===== src/rtl/cgra_config_sequencer.sv =====
// cgra_config_sequencer
//
// Buffers host (address, data, last) configuration words in a small FIFO,
// streams them onto the CGRA configuration bus one word per cycle, then
// gates pad stimulus onto the fabric for a programmed number of run cycles
// while capturing the fabric's pad outputs every cycle.
//
// Ports:
//   clk_in            - clock, all logic on the rising edge
//   reset_n_in        - asynchronous active-low reset
//   cfg_valid_in      - host configuration word valid
//   cfg_ready_out     - FIFO can accept a word (not full)
//   cfg_addr_in       - configuration address
//   cfg_data_in       - configuration data
//   cfg_last_in       - marks the final word of a configuration
//   start_in          - begin a sequence (honoured in IDLE/DONE only)
//   abort_in          - return to IDLE and flush the FIFO
//   run_cycles_in     - run length, latched on an accepted start
//   config_addr_out   - configuration address to the CGRA (0 = no-op)
//   config_data_out   - configuration data to the CGRA
//   pad_driver_in     - pad stimulus from the bench
//   pad_in_out        - pad inputs to the CGRA (stimulus only while running)
//   pad_out_in        - pad outputs from the CGRA
//   sample_valid_out  - capture strobe for sample_data_out
//   sample_data_out   - registered copy of pad_out_in
//   state_out         - encoded sequencer state
//   cycle_count_out   - number of run cycles completed
//   done_out          - sequence complete
module cgra_config_sequencer #(
    parameter int ADDR_W     = 32,
    parameter int DATA_W     = 32,
    parameter int FIFO_DEPTH = 8,
    parameter int NUM_SIDES  = 4,
    parameter int PAD_W      = 16,
    parameter int CNT_W      = 16
) (
    input  logic                       clk_in,
    input  logic                       reset_n_in,
    input  logic                       cfg_valid_in,
    output logic                       cfg_ready_out,
    input  logic [ADDR_W-1:0]          cfg_addr_in,
    input  logic [DATA_W-1:0]          cfg_data_in,
    input  logic                       cfg_last_in,
    input  logic                       start_in,
    input  logic                       abort_in,
    input  logic [CNT_W-1:0]           run_cycles_in,
    output logic [ADDR_W-1:0]          config_addr_out,
    output logic [DATA_W-1:0]          config_data_out,
    input  logic [NUM_SIDES*PAD_W-1:0] pad_driver_in,
    output logic [NUM_SIDES*PAD_W-1:0] pad_in_out,
    input  logic [NUM_SIDES*PAD_W-1:0] pad_out_in,
    output logic                       sample_valid_out,
    output logic [NUM_SIDES*PAD_W-1:0] sample_data_out,
    output logic [2:0]                 state_out,
    output logic [CNT_W-1:0]           cycle_count_out,
    output logic                       done_out
);

    localparam int IDX_W = $clog2(FIFO_DEPTH);
    localparam int PTR_W = IDX_W + 1;
    localparam int ENT_W = 1 + ADDR_W + DATA_W;
    localparam int PADS  = NUM_SIDES * PAD_W;

    localparam logic [PTR_W-1:0] PTR_ONE = PTR_W'(1);
    localparam logic [CNT_W-1:0] CNT_ONE = CNT_W'(1);

    typedef enum logic [2:0] {
        ST_IDLE   = 3'd0,
        ST_CONFIG = 3'd1,
        ST_DRAIN  = 3'd2,
        ST_RUN    = 3'd3,
        ST_DONE   = 3'd4
    } state_t;

    state_t state;
    state_t state_next;

    logic [ENT_W-1:0]  fifo_mem [FIFO_DEPTH];
    logic [PTR_W-1:0]  wr_ptr;
    logic [PTR_W-1:0]  rd_ptr;
    logic              fifo_full;
    logic              fifo_empty;
    logic              push;
    logic              pop;
    logic [ENT_W-1:0]  head;
    logic              head_last;
    logic              start_ok;

    logic [CNT_W-1:0]  run_len;
    logic [CNT_W-1:0]  cycle_count;
    logic [ADDR_W-1:0] config_addr_q;
    logic [DATA_W-1:0] config_data_q;
    logic              sample_valid_q;
    logic [PADS-1:0]   sample_data_q;

    // Pointers carry an extra wrap bit so equal indices can be told apart
    // as full (wrap bits differ) or empty (wrap bits equal).
    assign fifo_full  = (wr_ptr[IDX_W-1:0] == rd_ptr[IDX_W-1:0]) &&
                        (wr_ptr[PTR_W-1] != rd_ptr[PTR_W-1]);
    assign fifo_empty = (wr_ptr == rd_ptr);

    // Abort discards a simultaneous push and suppresses any pop.
    assign push      = cfg_valid_in && !fifo_full && !abort_in;
    assign pop       = (state == ST_CONFIG) && !fifo_empty && !abort_in;
    assign head      = fifo_mem[rd_ptr[IDX_W-1:0]];
    assign head_last = head[ENT_W-1];
    assign start_ok  = start_in && ((state == ST_IDLE) || (state == ST_DONE));

    // Next-state logic; abort takes priority over everything else.
    always_comb begin
        state_next = state;
        if (abort_in) begin
            state_next = ST_IDLE;
        end else begin
            case (state)
                ST_IDLE, ST_DONE: begin
                    if (start_in) state_next = ST_CONFIG;
                end
                ST_CONFIG: begin
                    if (pop && head_last) state_next = ST_DRAIN;
                end
                ST_DRAIN: begin
                    state_next = (run_len != '0) ? ST_RUN : ST_DONE;
                end
                ST_RUN: begin
                    // The count increments on this same edge, so leaving when it
                    // reads run_len-1 gives exactly run_len run cycles.
                    if (cycle_count == (run_len - CNT_ONE)) state_next = ST_DONE;
                end
                default: state_next = ST_IDLE;
            endcase
        end
    end

    // State register.
    always_ff @(posedge clk_in or negedge reset_n_in) begin
        if (!reset_n_in) begin
            state <= ST_IDLE;
        end else begin
            state <= state_next;
        end
    end

    // FIFO pointers; abort flushes the queue by collapsing both pointers.
    always_ff @(posedge clk_in or negedge reset_n_in) begin
        if (!reset_n_in) begin
            wr_ptr <= '0;
            rd_ptr <= '0;
        end else if (abort_in) begin
            wr_ptr <= '0;
            rd_ptr <= '0;
        end else begin
            if (push) wr_ptr <= wr_ptr + PTR_ONE;
            if (pop)  rd_ptr <= rd_ptr + PTR_ONE;
        end
    end

    // FIFO storage needs no reset; the pointers define which entries are live.
    always_ff @(posedge clk_in) begin
        if (push) begin
            fifo_mem[wr_ptr[IDX_W-1:0]] <= {cfg_last_in, cfg_addr_in, cfg_data_in};
        end
    end

    // A popped word appears on the config bus for exactly one cycle; any
    // cycle without a pop drives the no-op address 0.
    always_ff @(posedge clk_in or negedge reset_n_in) begin
        if (!reset_n_in) begin
            config_addr_q <= '0;
            config_data_q <= '0;
        end else if (pop) begin
            config_addr_q <= head[ADDR_W+DATA_W-1:DATA_W];
            config_data_q <= head[DATA_W-1:0];
        end else begin
            config_addr_q <= '0;
            config_data_q <= '0;
        end
    end

    // Run length and completed-cycle counter; the count is held in DONE.
    always_ff @(posedge clk_in or negedge reset_n_in) begin
        if (!reset_n_in) begin
            run_len     <= '0;
            cycle_count <= '0;
        end else if (abort_in) begin
            cycle_count <= '0;
        end else if (start_ok) begin
            run_len     <= run_cycles_in;
            cycle_count <= '0;
        end else if (state == ST_RUN) begin
            cycle_count <= cycle_count + CNT_ONE;
        end
    end

    // Capture the fabric outputs of every run cycle; an aborted cycle is not
    // reported as a sample.
    always_ff @(posedge clk_in or negedge reset_n_in) begin
        if (!reset_n_in) begin
            sample_valid_q <= 1'b0;
            sample_data_q  <= '0;
        end else begin
            sample_valid_q <= (state == ST_RUN) && !abort_in;
            if ((state == ST_RUN) && !abort_in) sample_data_q <= pad_out_in;
        end
    end

    assign cfg_ready_out    = !fifo_full;
    assign config_addr_out  = config_addr_q;
    assign config_data_out  = config_data_q;
    assign pad_in_out       = (state == ST_RUN) ? pad_driver_in : '0;
    assign sample_valid_out = sample_valid_q;
    assign sample_data_out  = sample_data_q;
    assign state_out        = state;
    assign cycle_count_out  = cycle_count;
    assign done_out         = (state == ST_DONE);

endmodule

===== config.mk =====
export PLATFORM = sky130hd
export DESIGN_NAME = cgra_config_sequencer
export DESIGN_NICKNAME = d
export VERILOG_FILES = /design/src/rtl/cgra_config_sequencer.sv
export SDC_FILE = /design/constraint.sdc
export NUM_CORES = 1
export LEC_CHECK = 0
export ABC_AREA = 1
export CAP_MARGIN = 20
export CORE_MARGIN = 2
export CORE_UTILIZATION = 36
export DETAILED_ROUTE_END_ITERATION = 6
export PLACE_DENSITY_LB_ADDON = 0.3
export SYNTH_ARGS = -nofsm -noshare
export SYNTH_HDL_FRONTEND = slang
export SYNTH_SLANG_ARGS = --single-unit
export TNS_END_PERCENT = 50

===== constraint.sdc =====
create_clock -name clk_in -period 20.3 [get_ports clk_in]
set_clock_uncertainty 0.2 [all_clocks]
set_input_delay 3.045 -clock clk_in [delete_from_list [all_inputs] [get_ports clk_in]]
set_output_delay 3.045 -clock clk_in [all_outputs]
set_load 0.02 [all_outputs]

==> run_results.csv <==
group,metric,value,unit
finish,multi_input_area,6580,um2
clock_network,tritoncts,"done",
job,maxCapViolations,0,
floorplanning,ioPinCount,428,
clock_network,clock_latency,620,ps
finish,syn2layout_area_growth,28.1,%
clock_network,cts_buffers,77,
synthesis,synth-xor-area-share,0.509,%
clock_network,cts-resized-gates,0,
synthesis,synth_top_family_by_area,"simple AND/OR/NAND/NOR gates",
clock_network,clock_sinks,692,
route,routed_wl,78900,um
synthesis,synth_cell_type_count,37,
clock_network,cts_buffer_depth,3,
route,postRouteAntennaNets,0,
global_routing,grt_pass1_wl,117000,um
synthesis,synthAdderAreaFrac,0.227,%
critical_path,crit_arrival,4380,ps
timing,min_period_over_period,37.6,%
timing,relSlewSlack,21.1,%
floorplanning,start_util,36.3,%
timing,finalSetupViolCount,0,
critical_path,crit_path_max_fanout,1,
clock_network,post_cts_buffers,0,
floorplanning,fp.dieArea,78700,um2
timing,tns,0,ps
timing,finalMaxSlewViolations,0,
place,port-buffer-count,427,
run_status,status,"completed",
global_routing,gr-usage-all-layers,19.8,%
clock_network,hold_buffers,0,
floorplanning,die_y,281,um
floorplanning,row_count,101,
timing,fin_crit,7630,ps
floorplanning,core,75800,um2
floorplanning,dieWidth,281,um
route,drt-initial-drc-count,1268,
route,firstDrtPassIters,5,
critical_path,required,17060,ps
place,dp_hpwl,47400,um
pwr,powerDensity,114,nW/um2
synthesis,syn_inst,2280,
timing,hold_violations,0,
route,vias,19000,
finish,fillers,6801,
synthesis,synth_compound_area_share,10.5,%
synthesis,yosys.area.top_type,"edfxtp_1",
global_routing,grt_pass1_vias,19300,
min_path,worst_hold_path_type,"flip-flop to flip-flop",
finish,regArea,19900,um2
synthesis,synth-simple-area-share,12.2,%
clock_network,cts-root-buf,"clkbuf_16",
critical_path,worstSetupPathType,"input port to output pin",
finish,nNetsFinal,2900,
route,wl_per_cell,21.1,um
synthesis,syn-cell-area,27500,um2
global_routing,grt_max_degree,197,
pwr,leakagePower,13.7,nW
critical_path,setup.worst_path.end_class,"output pin",
timing,rsz0062_at_grt,"false",
finish,final_core_util,46.6,%
place,postPlaceCellArea,32700,um2
global_routing,overflow,0,
pwr,ir_drop,0.0704,mV
timing,worst_pin_slew,1180,ps
finish,final_cell_area,35300,um2
place,gp_congestion,0.898,
timing,fmax,0.131,GHz
synthesis,syn_nets,2499,
synthesis,ys_seq_elements,692,
critical_path,crit_path_start_kind,"input port",
synthesis,synth.area.top_cells,"edfxtp_1 57%, dfrtp_1 16%, nand2_1 8.2%",
route,via_per_inst,5.09,
synthesis,ys_seq_area_share,72.3,%
synthesis,yosys_warnings,0,
clock_network,clk_pin_slew,60,ps
timing,whs,270,ps
synthesis,yosysTopAreaCellShare,56.7,%
global_routing,antenna_found_initial,18,
finish,drive_gt1_share,6.70,%
synthesis,synthMuxAreaShare,0.204,%
clock_network,htreeDepth,3,
synthesis,syn_area_per_cell,12.1,um2
route,drc,0,
-- metrics by stage --
stage	setup WS [ps]	instances	power (mW)
2_1_floorplan	11620	2280	2.26
4_1_cts	12680	3724	4.09
5_1_grt	12660	3730	4.23
3_3_place_gp	12680	3579	2.66
6_report	12670	3732	4.04
3_5_place_dp	12680	3580	2.68
-- synthesized netlist by cell type --
master    instances
buf_6             6
mux2_2            5
inv_2             3
o21ai_0          31
nand3b_1          4
inv_1           118
a211oi_1         66
a32o_1           63
xor2_1            8
o21ai_1           1
buf_1             1
o211ai_1          1
nor2_1          200
a21oi_1         214
nor3_2            1
a31oi_1           1
nand2_1         600
o221ai_1          2
dfrtp_1         172
and3_1            1
o22ai_1           3
buf_4             7
clkinv_1          1
nand2b_1          1
nor2_2            7
nor2_4            3
nand4_1           5
xnor2_1           8
a22oi_1          63
nand2_2           3
ha_1              5
o21a_1            1
edfxtp_1        520
nand3_1          21
nor3_1           14
clkbuf_1         49
buf_2            71
-- report_power, final --
group | internal (mW) | switching, mW
Clock | 0.825 | 0.570
Sequential | 1.63 | 0.0804
Combinational | 0.360 | 0.574
-- cell type report --
cell class / instances / area share, %
flip-flops and latches: 692 / 56.5
multi-input cells: 1332 / 18.6
inverters: 122 / 1.33
repair buffers: 456 / 12.8
clock buffers: 109 / 6.11
well taps: 978 / 3.47
clock inverters: 35 / 1.13
diodes: 8 / 0.0567
-- state kept, by name, indices dropped and copies added, names as in the netlist --
| register | flops |
|---|---|
| sample_valid_out | 1 |
| run_len | 16 |
| sample_data_out | 64 |
| state_out | 3 |
| rd_ptr | 4 |
| cycle_count_out | 16 |
| fifo_mem | 520 |
| config_data_out | 32 |
| wr_ptr | 4 |
| config_addr_out | 32 |
-- cell families (layout without fill, tap and decap cells) --
family,after synthesis,count (layout)
xor+xnor,16,16
buf+inv,256,722
compound gates,446,446
fa+ha+maj,5,5
simple gates,860,860
mux,5,5
other cells,0,8
flops,692,692
-- cells in the final DEF (no fill, tap or decap), types with 4 or more instances in the layout --
cell type | synthesis | routed
nand2_1 | 600 | 599
nor2_4 | 3 | 8
diode_2 | 0 | 8
xor2_1 | 8 | 8
nand4_1 | 5 | 5
a22oi_1 | 63 | 63
mux2_2 | 5 | 5
nor2_1 | 200 | 195
inv_1 | 118 | 117
clkinv_2 | 0 | 12
dfrtp_1 | 172 | 169
buf_4 | 7 | 27
o21ai_0 | 31 | 31
nand3_1 | 21 | 20
ha_1 | 5 | 5
a32o_1 | 63 | 63
nor3_2 | 1 | 5
a211oi_1 | 66 | 66
clkinv_1 | 1 | 7
inv_6 | 0 | 5
nand3b_1 | 4 | 4
clkbuf_1 | 49 | 21
clkdlybuf4s50_1 | 0 | 426
a21oi_1 | 214 | 214
clkbuf_8 | 0 | 12
bufinv_16 | 0 | 6
clkbuf_16 | 0 | 77
nor3_1 | 14 | 10
xnor2_1 | 8 | 8
edfxtp_1 | 520 | 520
nor2_2 | 7 | 7
-- routing by layer --
metal,part of all wire [%],vias up,global-route usage [%]
li1,-,8813,-
met1,39,9456,23.3
met5,0.14,-,0
met4,3.6,16,7.97
met3,6.3,133,4.61
met2,51,581,34.7
-- worst paths after layout --
check,start,end,slack (ps),cells after the start
min reg2reg,sample_data_out[54],sample_data_out[54],270,2
min,sample_data_out[54],sample_data_out[54],270,2
max in group asynchronous,reset_n_in,config_data_out[20],15630,3
max reg2reg,rd_ptr[0],fifo_mem[6][18],15810,11
max,pad_driver_in[31],pad_in_out[31],12670,4
min in group asynchronous,reset_n_in,sample_data_out[36],2240,1
-- worst max-delay path: stages --
cell and delay, ps:
clkdlybuf4s50_1 470, inv_1 40, nor2_1 180, clkdlybuf4s50_1 640
Note: power is estimated with default switching activity, not from simulation.
